===== src/rtl/mips_cpu_muldiv_pkg.sv =====
// Shared types for the sequential multiply/divide unit.
// Op codes, FSM states and a magnitude helper.
package mips_cpu_muldiv_pkg;

  typedef enum logic [2:0] {
    OP_MULT  = 3'd0,
    OP_MULTU = 3'd1,
    OP_DIV   = 3'd2,
    OP_DIVU  = 3'd3,
    OP_MTHI  = 3'd4,
    OP_MTLO  = 3'd5
  } muldiv_op_t;

  typedef enum logic [1:0] {
    S_IDLE,
    S_CALC,
    S_FIXUP,
    S_DONE
  } md_state_t;

  localparam int MAG_W = 64;

  // Two's-complement magnitude of a sign-extended value.
  function automatic logic [MAG_W-1:0] mag(
    input logic [MAG_W-1:0] v
  );
    return v[MAG_W-1] ? (~v + MAG_W'(1)) : v;
  endfunction

endpackage


===== src/rtl/mips_cpu_divstep.sv =====
// One restoring-division step.
// Shifts in a dividend bit and subtracts the divisor if it fits.
import mips_cpu_muldiv_pkg::*;

module mips_cpu_divstep #(
  parameter int WIDTH = 32
) (
  input  logic [WIDTH-1:0] rem_in,
  input  logic             bit_in,
  input  logic [WIDTH-1:0] divisor,
  output logic [WIDTH-1:0] rem_out,
  output logic             q_bit
);

  logic [WIDTH:0] shifted;
  logic [WIDTH:0] diff;

  // rem_in < divisor, so diff[WIDTH] alone tells a borrow.
  always_comb begin
    shifted = {rem_in, bit_in};
    diff    = shifted - {1'b0, divisor};
    q_bit   = ~diff[WIDTH];
    rem_out = q_bit ? diff[WIDTH-1:0]
                    : shifted[WIDTH-1:0];
  end

endmodule


===== src/rtl/mips_cpu_muldiv_seq.sv =====
// Sequential MULT/DIV unit owning HI/LO.
// Iterates STEP bits per cycle; commits HI/LO only at FIXUP.
import mips_cpu_muldiv_pkg::*;

module mips_cpu_muldiv_seq #(
  parameter int WIDTH = 32,
  parameter int STEP  = 1
) (
  input  logic             clk,
  input  logic             reset,
  input  logic             start,
  input  muldiv_op_t       op,
  input  logic [WIDTH-1:0] a,
  input  logic [WIDTH-1:0] b,
  output logic             ready,
  output logic             done,
  output logic             div_by_zero,
  output logic [WIDTH-1:0] hi,
  output logic [WIDTH-1:0] lo
);

  localparam int N  = WIDTH / STEP;
  localparam int CW = $clog2(N + 1);
  localparam int W2 = 2 * WIDTH;

  md_state_t        state, state_nx;
  muldiv_op_t       op_q;
  logic             neg_q, rneg_q, dbz_q;
  logic [CW-1:0]    cnt;
  logic [W2-1:0]    acc;
  logic [WIDTH-1:0] opb;
  logic [WIDTH-1:0] hi_q, lo_q;

  logic             is_mul, is_div, is_mt;
  logic             sgn, b_zero, op_mul_q;
  logic [WIDTH-1:0] a_abs, b_abs;

  logic [WIDTH+STEP-1:0] psum;
  logic [W2-1:0]         mul_nx, div_nx, prod;
  logic [WIDTH-1:0]      quo, rem;
  logic [WIDTH-1:0]      fix_hi, fix_lo;
  logic [WIDTH-1:0]      rem_c [0:STEP];
  logic [STEP-1:0]       qb;

  // Decode of the incoming request.
  always_comb begin
    is_mul = 1'b0;
    is_div = 1'b0;
    is_mt  = 1'b0;
    sgn    = 1'b0;
    unique case (1'b1)
      op == OP_MULT:  begin is_mul = 1'b1; sgn = 1'b1; end
      op == OP_MULTU: is_mul = 1'b1;
      op == OP_DIV:   begin is_div = 1'b1; sgn = 1'b1; end
      op == OP_DIVU:  is_div = 1'b1;
      op == OP_MTHI,
      op == OP_MTLO:  is_mt = 1'b1;
      default: ;
    endcase
    b_zero = (b == '0);
    a_abs  = sgn ? WIDTH'(mag(MAG_W'($signed(a)))) : a;
    b_abs  = sgn ? WIDTH'(mag(MAG_W'($signed(b)))) : b;
  end

  assign rem_c[0] = acc[W2-1:WIDTH];

  generate
    for (genvar i = 0; i < STEP; i++) begin : g_div
      mips_cpu_divstep #(.WIDTH(WIDTH)) u_step (
        .rem_in  (rem_c[i]),
        .bit_in  (acc[WIDTH-1-i]),
        .divisor (opb),
        .rem_out (rem_c[i+1]),
        .q_bit   (qb[STEP-1-i])
      );
    end
  endgenerate

  // Per-cycle iteration values and final sign correction.
  always_comb begin
    op_mul_q = (op_q == OP_MULT) || (op_q == OP_MULTU);
    psum   = {{STEP{1'b0}}, acc[W2-1:WIDTH]}
           + ({{STEP{1'b0}}, opb}
              * {{WIDTH{1'b0}}, acc[STEP-1:0]});
    mul_nx = {psum, acc[WIDTH-1:STEP]};
    div_nx = {rem_c[STEP], acc[WIDTH-1-STEP:0], qb};
    prod   = neg_q ? -acc : acc;
    quo    = acc[WIDTH-1:0];
    rem    = acc[W2-1:WIDTH];
    if (op_mul_q) begin
      fix_hi = prod[W2-1:WIDTH];
      fix_lo = prod[WIDTH-1:0];
    end else begin
      fix_hi = rneg_q ? -rem : rem;
      fix_lo = neg_q ? -quo : quo;
    end
  end

  // State register.
  always_ff @(posedge clk) begin
    if (reset) state <= S_IDLE;
    else       state <= state_nx;
  end

  // Next-state logic.
  always_comb begin
    state_nx = state;
    unique case (state)
      S_IDLE: begin
        if (start) begin
          if (is_mt || (is_div && b_zero))
            state_nx = S_DONE;
          else if (is_mul || is_div)
            state_nx = S_CALC;
        end
      end
      S_CALC:  if (cnt == CW'(1)) state_nx = S_FIXUP;
      S_FIXUP: state_nx = S_DONE;
      S_DONE:  state_nx = S_IDLE;
      default: state_nx = S_IDLE;
    endcase
  end

  // Operand latch, iteration and HI/LO commit.
  always_ff @(posedge clk) begin
    if (reset) begin
      op_q   <= OP_MULT;
      neg_q  <= 1'b0;
      rneg_q <= 1'b0;
      dbz_q  <= 1'b0;
      cnt    <= '0;
      acc    <= '0;
      opb    <= '0;
      hi_q   <= '0;
      lo_q   <= '0;
    end else begin
      unique case (state)
        S_IDLE: begin
          if (start && (is_mul || is_div || is_mt)) begin
            op_q   <= op;
            cnt    <= CW'(N);
            neg_q  <= sgn & (a[WIDTH-1] ^ b[WIDTH-1]);
            rneg_q <= sgn & a[WIDTH-1];
            dbz_q  <= is_div & b_zero;
            if (is_mul) begin
              acc <= {{WIDTH{1'b0}}, b_abs};
              opb <= a_abs;
            end else begin
              acc <= {{WIDTH{1'b0}}, a_abs};
              opb <= b_abs;
            end
            if (op == OP_MTHI) hi_q <= a;
            if (op == OP_MTLO) lo_q <= a;
          end
        end
        S_CALC: begin
          acc <= op_mul_q ? mul_nx : div_nx;
          cnt <= cnt - CW'(1);
        end
        S_FIXUP: begin
          hi_q <= fix_hi;
          lo_q <= fix_lo;
        end
        S_DONE:  dbz_q <= 1'b0;
        default: ;
      endcase
    end
  end

  assign ready       = (state == S_IDLE);
  assign done        = (state == S_DONE);
  assign div_by_zero = dbz_q;
  assign hi          = hi_q;
  assign lo          = lo_q;

endmodule


===== config.mk =====
export PLATFORM = sky130hd
export DESIGN_NAME = mips_cpu_muldiv_seq
export DESIGN_NICKNAME = d
export VERILOG_FILES = /design/src/rtl/mips_cpu_muldiv_pkg.sv /design/src/rtl/mips_cpu_divstep.sv /design/src/rtl/mips_cpu_muldiv_seq.sv
export SDC_FILE = /design/constraint.sdc
export NUM_CORES = 1
export LEC_CHECK = 0
export BUFFER_PORTS_ARGS = -buffer_cell sky130_fd_sc_hd__buf_2
export CELL_PAD_IN_SITES_DETAIL_PLACEMENT = 2
export CELL_PAD_IN_SITES_GLOBAL_PLACEMENT = 2
export CORE_MARGIN = 3
export CORE_UTILIZATION = 32
export CTS_CLUSTER_DIAMETER = 30
export DETAILED_ROUTE_END_ITERATION = 16
export PLACE_DENSITY_LB_ADDON = 0.1
export SETUP_SLACK_MARGIN = 0.5
export SLEW_MARGIN = 30
export SYNTH_ARGS = -nofsm -noshare
export SYNTH_HDL_FRONTEND = slang
export SYNTH_SLANG_ARGS = --single-unit

===== constraint.sdc =====
create_clock -name clk -period 3.2 [get_ports clk]
set_input_delay 0.48 -clock clk [delete_from_list [all_inputs] [get_ports clk]]
set_output_delay 0.48 -clock clk [all_outputs]
set_load 0.05 [all_outputs]

## Yosys cells after proc, flatten, opt, wreduce, memory -nomap -nowiden

Cells that the tools add are included.
W data, S select, Z words.

- Shifts and indexed selects: 0
- Add/sub/neg operators: 8
- Reductions and logical operators: 23
- Muxes and demuxes: 34
- $lt $le $gt $ge: 0
- Div/mod/pow operators: 0
- Eq/ne operators: 16
- Bitwise gates (word level): 7
- $mul: 1

Operators with widths:

| operator | count |
|---|---|
| $mux W32 | 15 |
| $mux W64 | 3 |
| $pmux W32 S2 | 2 |
| $pmux W64 S2 | 1 |
| $add A32 B1 Y32 const B | 2 |
| $neg A32 Y32 | 2 |
| $neg A64 Y64 | 1 |
| $not A32 Y32 | 2 |
| $add A32 B33 Y33 | 1 |
| $mul A32 B1 Y33 | 1 |
| $sub A33 B32 Y33 | 1 |
| $logic_not A32 Y1 | 1 |
| $pmux W6 S2 | 1 |
| $reduce_and A3 Y1 | 3 |
| $mux W2 | 4 |
| $pmux W2 S4 | 1 |
| $reduce_or A2 Y1 | 4 |
| $eq A3 B1 Y1 const B | 2 |
| $eq A3 B2 Y1 const B | 2 |
| $eq A3 B3 Y1 const B | 2 |
| $eq A6 B1 Y1 const B | 1 |
| $logic_not A3 Y1 | 2 |
| $mux W6 | 1 |
| $ne A2 B1 Y1 const B | 3 |
| other kinds (15) | 31 |

- Register bits: 174
- Bits in latches: 0
- Word-level logic and storage cells: 99
- Memories: 0
- Bits in read-only memories: 0
- Input bits: 70
- Output and inout bits: 67
- RAM bits: 0

## Depth between registers and ports, before layout

- Depth after elaboration: 8
- Mapped depth: 14
- Depth with buffers taken out: 13

## Hierarchy

From an unflattened synthesis, not the netlist that was laid out.

- Cells, all modules: 2103
- Area, all modules: 15384.8 sq um

Modules (own cells, without submodules):

| module | times used | seq. area each (sq um) | area an instance (sq um) | cells an instance |
|---|---|---|---|---|
| mips_cpu_muldiv_seq | 1 | 3463.3 | 13026.2 | 1798 |
| mips_cpu_divstep | 1 | 0.0 | 2358.5 | 305 |

## Worst setup path before layout

Ideal clock, no wire load.

- Kind: reg-to-reg
- Start point: register acc[31]
- End point: register acc[62]
- Required time: 3.078 ns
- Arrival: 3.346 ns
- Path buffers: 0
- Clock period less this slack: 3.467 ns
- Setup time: 0.122 ns
- Cell stages (with the launch flop): 13
- Slack: -0.267 ns
- Cells stage by stage: dfxtp_1 inv_1 ha_1 fa_1 nand2b_1 a21oi_1 nor2_1 o41a_1 o41a_1 nor3_1 mux2_2 a31o_1 a221o_1

- Cells in the longest elaborated chain, start to end: 4

Ends and longest elaborated chain:

| what | line | source |
|---|---|---|
| start: declaration | mips_cpu_muldiv_seq.sv:30 | `logic [W2-1:0] acc;` |
| start signal: assignment | mips_cpu_muldiv_seq.sv:146 | `acc <= {{WIDTH{1'b0}}, b_abs};` |
| start signal: assignment | mips_cpu_muldiv_seq.sv:149 | `acc <= {{WIDTH{1'b0}}, a_abs};` |
| start signal: assignment | mips_cpu_muldiv_seq.sv:157 | `acc <= op_mul_q ? mul_nx : div_nx;` |
| $sub A33 B32 Y33 | mips_cpu_divstep.sv:21 | `diff = shifted - {1'b0, divisor};` |
| $mux W32 | mips_cpu_divstep.sv:23 | `rem_out = q_bit ? diff[WIDTH-1:0]` |
| $mux W64 | mips_cpu_muldiv_seq.sv:157 |  |
| $pmux W64 S2 | mips_cpu_muldiv_seq.sv:137 | `unique case (state)` |

No other way between the ends.
A chain may end at the register's enable or synchronous reset.

## Worst setup path in the final report

- Start point: register acc[19]
- End point: register hi_q[27] (netlist: hi[27])

- Cells in the longest elaborated chain, start to end: 4

Ends and longest elaborated chain:

| what | line | source |
|---|---|---|
| $neg A64 Y64 | mips_cpu_muldiv_seq.sv:87 | `prod = neg_q ? -acc : acc;` |
| $mux W64 | mips_cpu_muldiv_seq.sv:87 |  |
| $mux W32 | mips_cpu_muldiv_seq.sv:90 | `if (op_mul_q) begin` |
| $pmux W32 S2 | mips_cpu_muldiv_seq.sv:137 |  |
| end signal: assignment | mips_cpu_muldiv_seq.sv:161 | `hi_q <= fix_hi;` |
| end: declaration | mips_cpu_muldiv_seq.sv:32 | `logic [WIDTH-1:0] hi_q, lo_q;` |

No other way between the ends.

==> reports/results.ini <==
[grt]
grt_pass1_wl_um = 119000
antenna_found_initial = 3
track_usage_pct = 32.4
grt_pass1_vias = 18600
grt_max_degree = 97
grt_overflow = 0

[pwr]
clockPowerShare_pct = 14.8
vdd_drop_max_v = 0.000385
power.internal_w = 0.00740
power_frac_seq_pct = 19.8
p_switching_w = 0.00814
switching_share_pct = 52.4
p_leak_nw = 8.28
combPwrFrac_pct = 65.4
p_per_area_mw_per_mm2 = 756

[logic_synthesis]
synth_nets = 2217
synthAdderAreaFrac_pct = 6.56
synth_top_family_by_area = compound AO/OA/AOI/OAI gates
syn_area_mm2 = 0.0147
ys_types = 80
ys_seq_area_share_pct = 23.5
netlist.area_leader.share_pct = 23.5
yosys.area_share.simple_pct = 23.8
synthTopCellsByCount = nor2_1 (256), nand2_1 (247), a21oi_1 (205)
synth.largest_area_cell = dfxtp_1
synthFlopType = dfxtp_1
synth_edf_count = 0
synth_area_leaders = dfxtp_1 (24%), a21oi_1 (7.0%), nor2_1 (6.5%)
synth_compound_area_share_pct = 28.5
ys_seq_elements = 173
ys_warn_count = 0
synthCells = 2071
syn_area_per_cell_um2 = 7.11
synth_xor_area_share_pct = 9.88
muxShareOfSynthArea_pct = 2.15
ys_async_sr_fraction_pct = 0
yosysMostFrequentCell = nor2_1

[routing]
drcViolationCount = 0
wl_per_cell_um = 30.1
routed_wirelength_um = 88900
drt-vias-per-instance = 6.31
drtIter0Drc = 1658
dr.pass1.iters = 6
num_vias = 18600
ant_nets = 0

[hold_path]
hold_path.class = input pin to flop
hold_start = reset
holdPathEnd = lo[24]
holdPathStages = 2

[clocking]
postCtsHoldBufs = 0
clock-sinks = 173
cts_tree = yes
cts_htree_levels = 4
cts.clk_slew.worst_paths_ns = 0.10
clk_latency_ns = 0.51
cts_root_buf = clkbuf_16
clockBufferDepth = 2
numCtsBuffers = 17

[sta]
finalHoldViolCount = 0
fin_ws_ns = -0.0588
clock_skew_ns = 0.0283
rsz0062_at_grt = yes
setup-violations-final = 6
clock.fmax_mhz = 307
worst_pin_slew_ns = 0.796
period_needed_ns = 3.26
tns_ns = -0.193
slew_violations = 0
relSlewSlack_pct = 46.8
fin_crit_sh_pct = 102

[setup_path]
reg2reg_depth = 10
r2r-end = hi[27]
end_kind = flop
reg2reg_from = acc[19]
reg2reg_slack_ns = -0.06
cp_max_fo = 5
required_ns = 3.59
critPathMaxStageDelay_ns = 0.55
timing_worst_setup_path_type = flop to flop
worstPathArrival_ns = 3.65
crit_chain = or4_4, nor4_4, buf_4, and3_4, a21oi_4, or4b_4, o31ai_4, xor2_1, a211oi_1, a21o_1
worstSetupStartpointType = flop
cp_slowest_cell = or4b_4

[floorplan]
die_w_um = 220
io_pins = 137
die_h_um = 220
start_util_pct = 32.9
num_rows = 77
core_area_mm2 = 0.0448
dieArea_mm2 = 0.0486

[layout]
fin_cells = 2955
final_layout_size_suffix_gt1_share_pct = 31.5
final_nets = 2495
area_growth_pct = 39.5
fin_area_mm2 = 0.0205

[run_status]
failed_checks = setup timing
outcome = finished, violations left

[run]
cap_violations = 0

[placed_design]
hpwl_um = 58500
dp.cells = 2844
placed_area_mm2 = 0.0174
gp_congestion = 0.905
io_buffers = 136

critical path, delay by kind of cell, from the launching register on:
family                    cells  cell delay, ns
buffers and inverters         1            0.20
and+or+nand+nor               4            1.62
xor gates and xnor gates      1            0.25
AOI/OAI and AO/OA             4            0.66
DFF                           1            0.41
kinds of logic (layout without fill, tap and decap cells):
kind of cell / Yosys count / after routing
simple gates: 766 / 766
compound gates: 646 / 646
other cells: 0 / 1
buf+inv: 213 / 504
flops: 173 / 173
fa+ha+maj: 76 / 76
mux: 31 / 31
xor+xnor: 166 / 166
per-stage QoR:
step | power (W) | setup slack, ns | util (%) | hold slack [ns]
after floorplan | 0.00787 | 0.173 | - | 0.430
after global placement | 0.0104 | -0.0281 | 38.9 | 0.434
after detailed placement | 0.0107 | -0.172 | 38.9 | 0.443
after CTS | 0.0141 | 0.0232 | 43.1 | 0.362
after global routing | 0.0162 | -0.135 | 45.9 | 0.401
final | 0.0155 | -0.0588 | 45.9 | 0.401
placed cells by master, fill, tap and decap left out, drive strengths merged, types with 31 or more instances in the layout:
master	netlist	layout
xnor2	86	86
nor3	63	63
a211oi	87	87
inv	72	78
ha	74	74
xor2	80	80
buf	19	400
nand3	54	54
o211ai	35	35
dfxtp	173	173
nor2	257	257
a21oi	205	205
nand2	247	247
a21o	31	31
o21ai	109	109
worst max-delay path by stage:
stage | from | end | slack, ns | cells past startpoint
finish | acc[19] | hi[27] | -0.06 | 10
global route | opb[0] | acc[63] | -0.14 | 15
CTS | acc[31] | acc[62] | 0.02 | 12
detailed placement | acc[0] | acc[63] | -0.17 | 13
global placement | b[5] | opb[29] | -0.03 | 10
floorplan | acc[31] | acc[62] | 0.17 | 12
repair_timing:
item / 4_1_cts / 5_1_grt
cloned: 1 / 0
buffers inserted: 42 / 35
endpoints found under the setup margin: 81 / 109
resized for setup: 185 / 201
pin swaps: 88 / 99
state kept, by name, indices dropped and copies added (netlist names):
name	count
acc	64
hi	32
lo	32
opb	32
cnt	6
op_q	2
state	2
div_by_zero	1
neg_q	1
rneg_q	1
power groups by stage:
stage / Clock [W] / Sequential, W / Combinational [W]
after global routing: 0.00240 / 0.00312 / 0.0107
final: 0.00230 / 0.00307 / 0.0102
after global placement: 0 / 0.00300 / 0.00742
after floorplan: 0 / 0.00344 / 0.00442
after detailed placement: 0 / 0.00303 / 0.00767
after CTS: 0.00228 / 0.00301 / 0.00882
routing by layer:
layer | vias to the layer above | wire length (um) | GRT usage (%)
met5 | - | 0 | 0
met4 | 0 | 4610 | 11.4
met3 | 294 | 6190 | 4.94
met2 | 906 | 40700 | 52.6
met1 | 9443 | 37400 | 43.9
li1 | 8005 | - | -
final cells by class:
cell class	instances	area, um^2
diodes	1	2.50
clock buffers	17	425
clock inverters	15	173
fillers	4913	24300
inverters	72	285
multi-input cells	1685	12400
flip-flops and latches	173	3490
well taps	592	741
repair buffers	400	3010
Note: power is estimated with default switching activity, not from simulation.
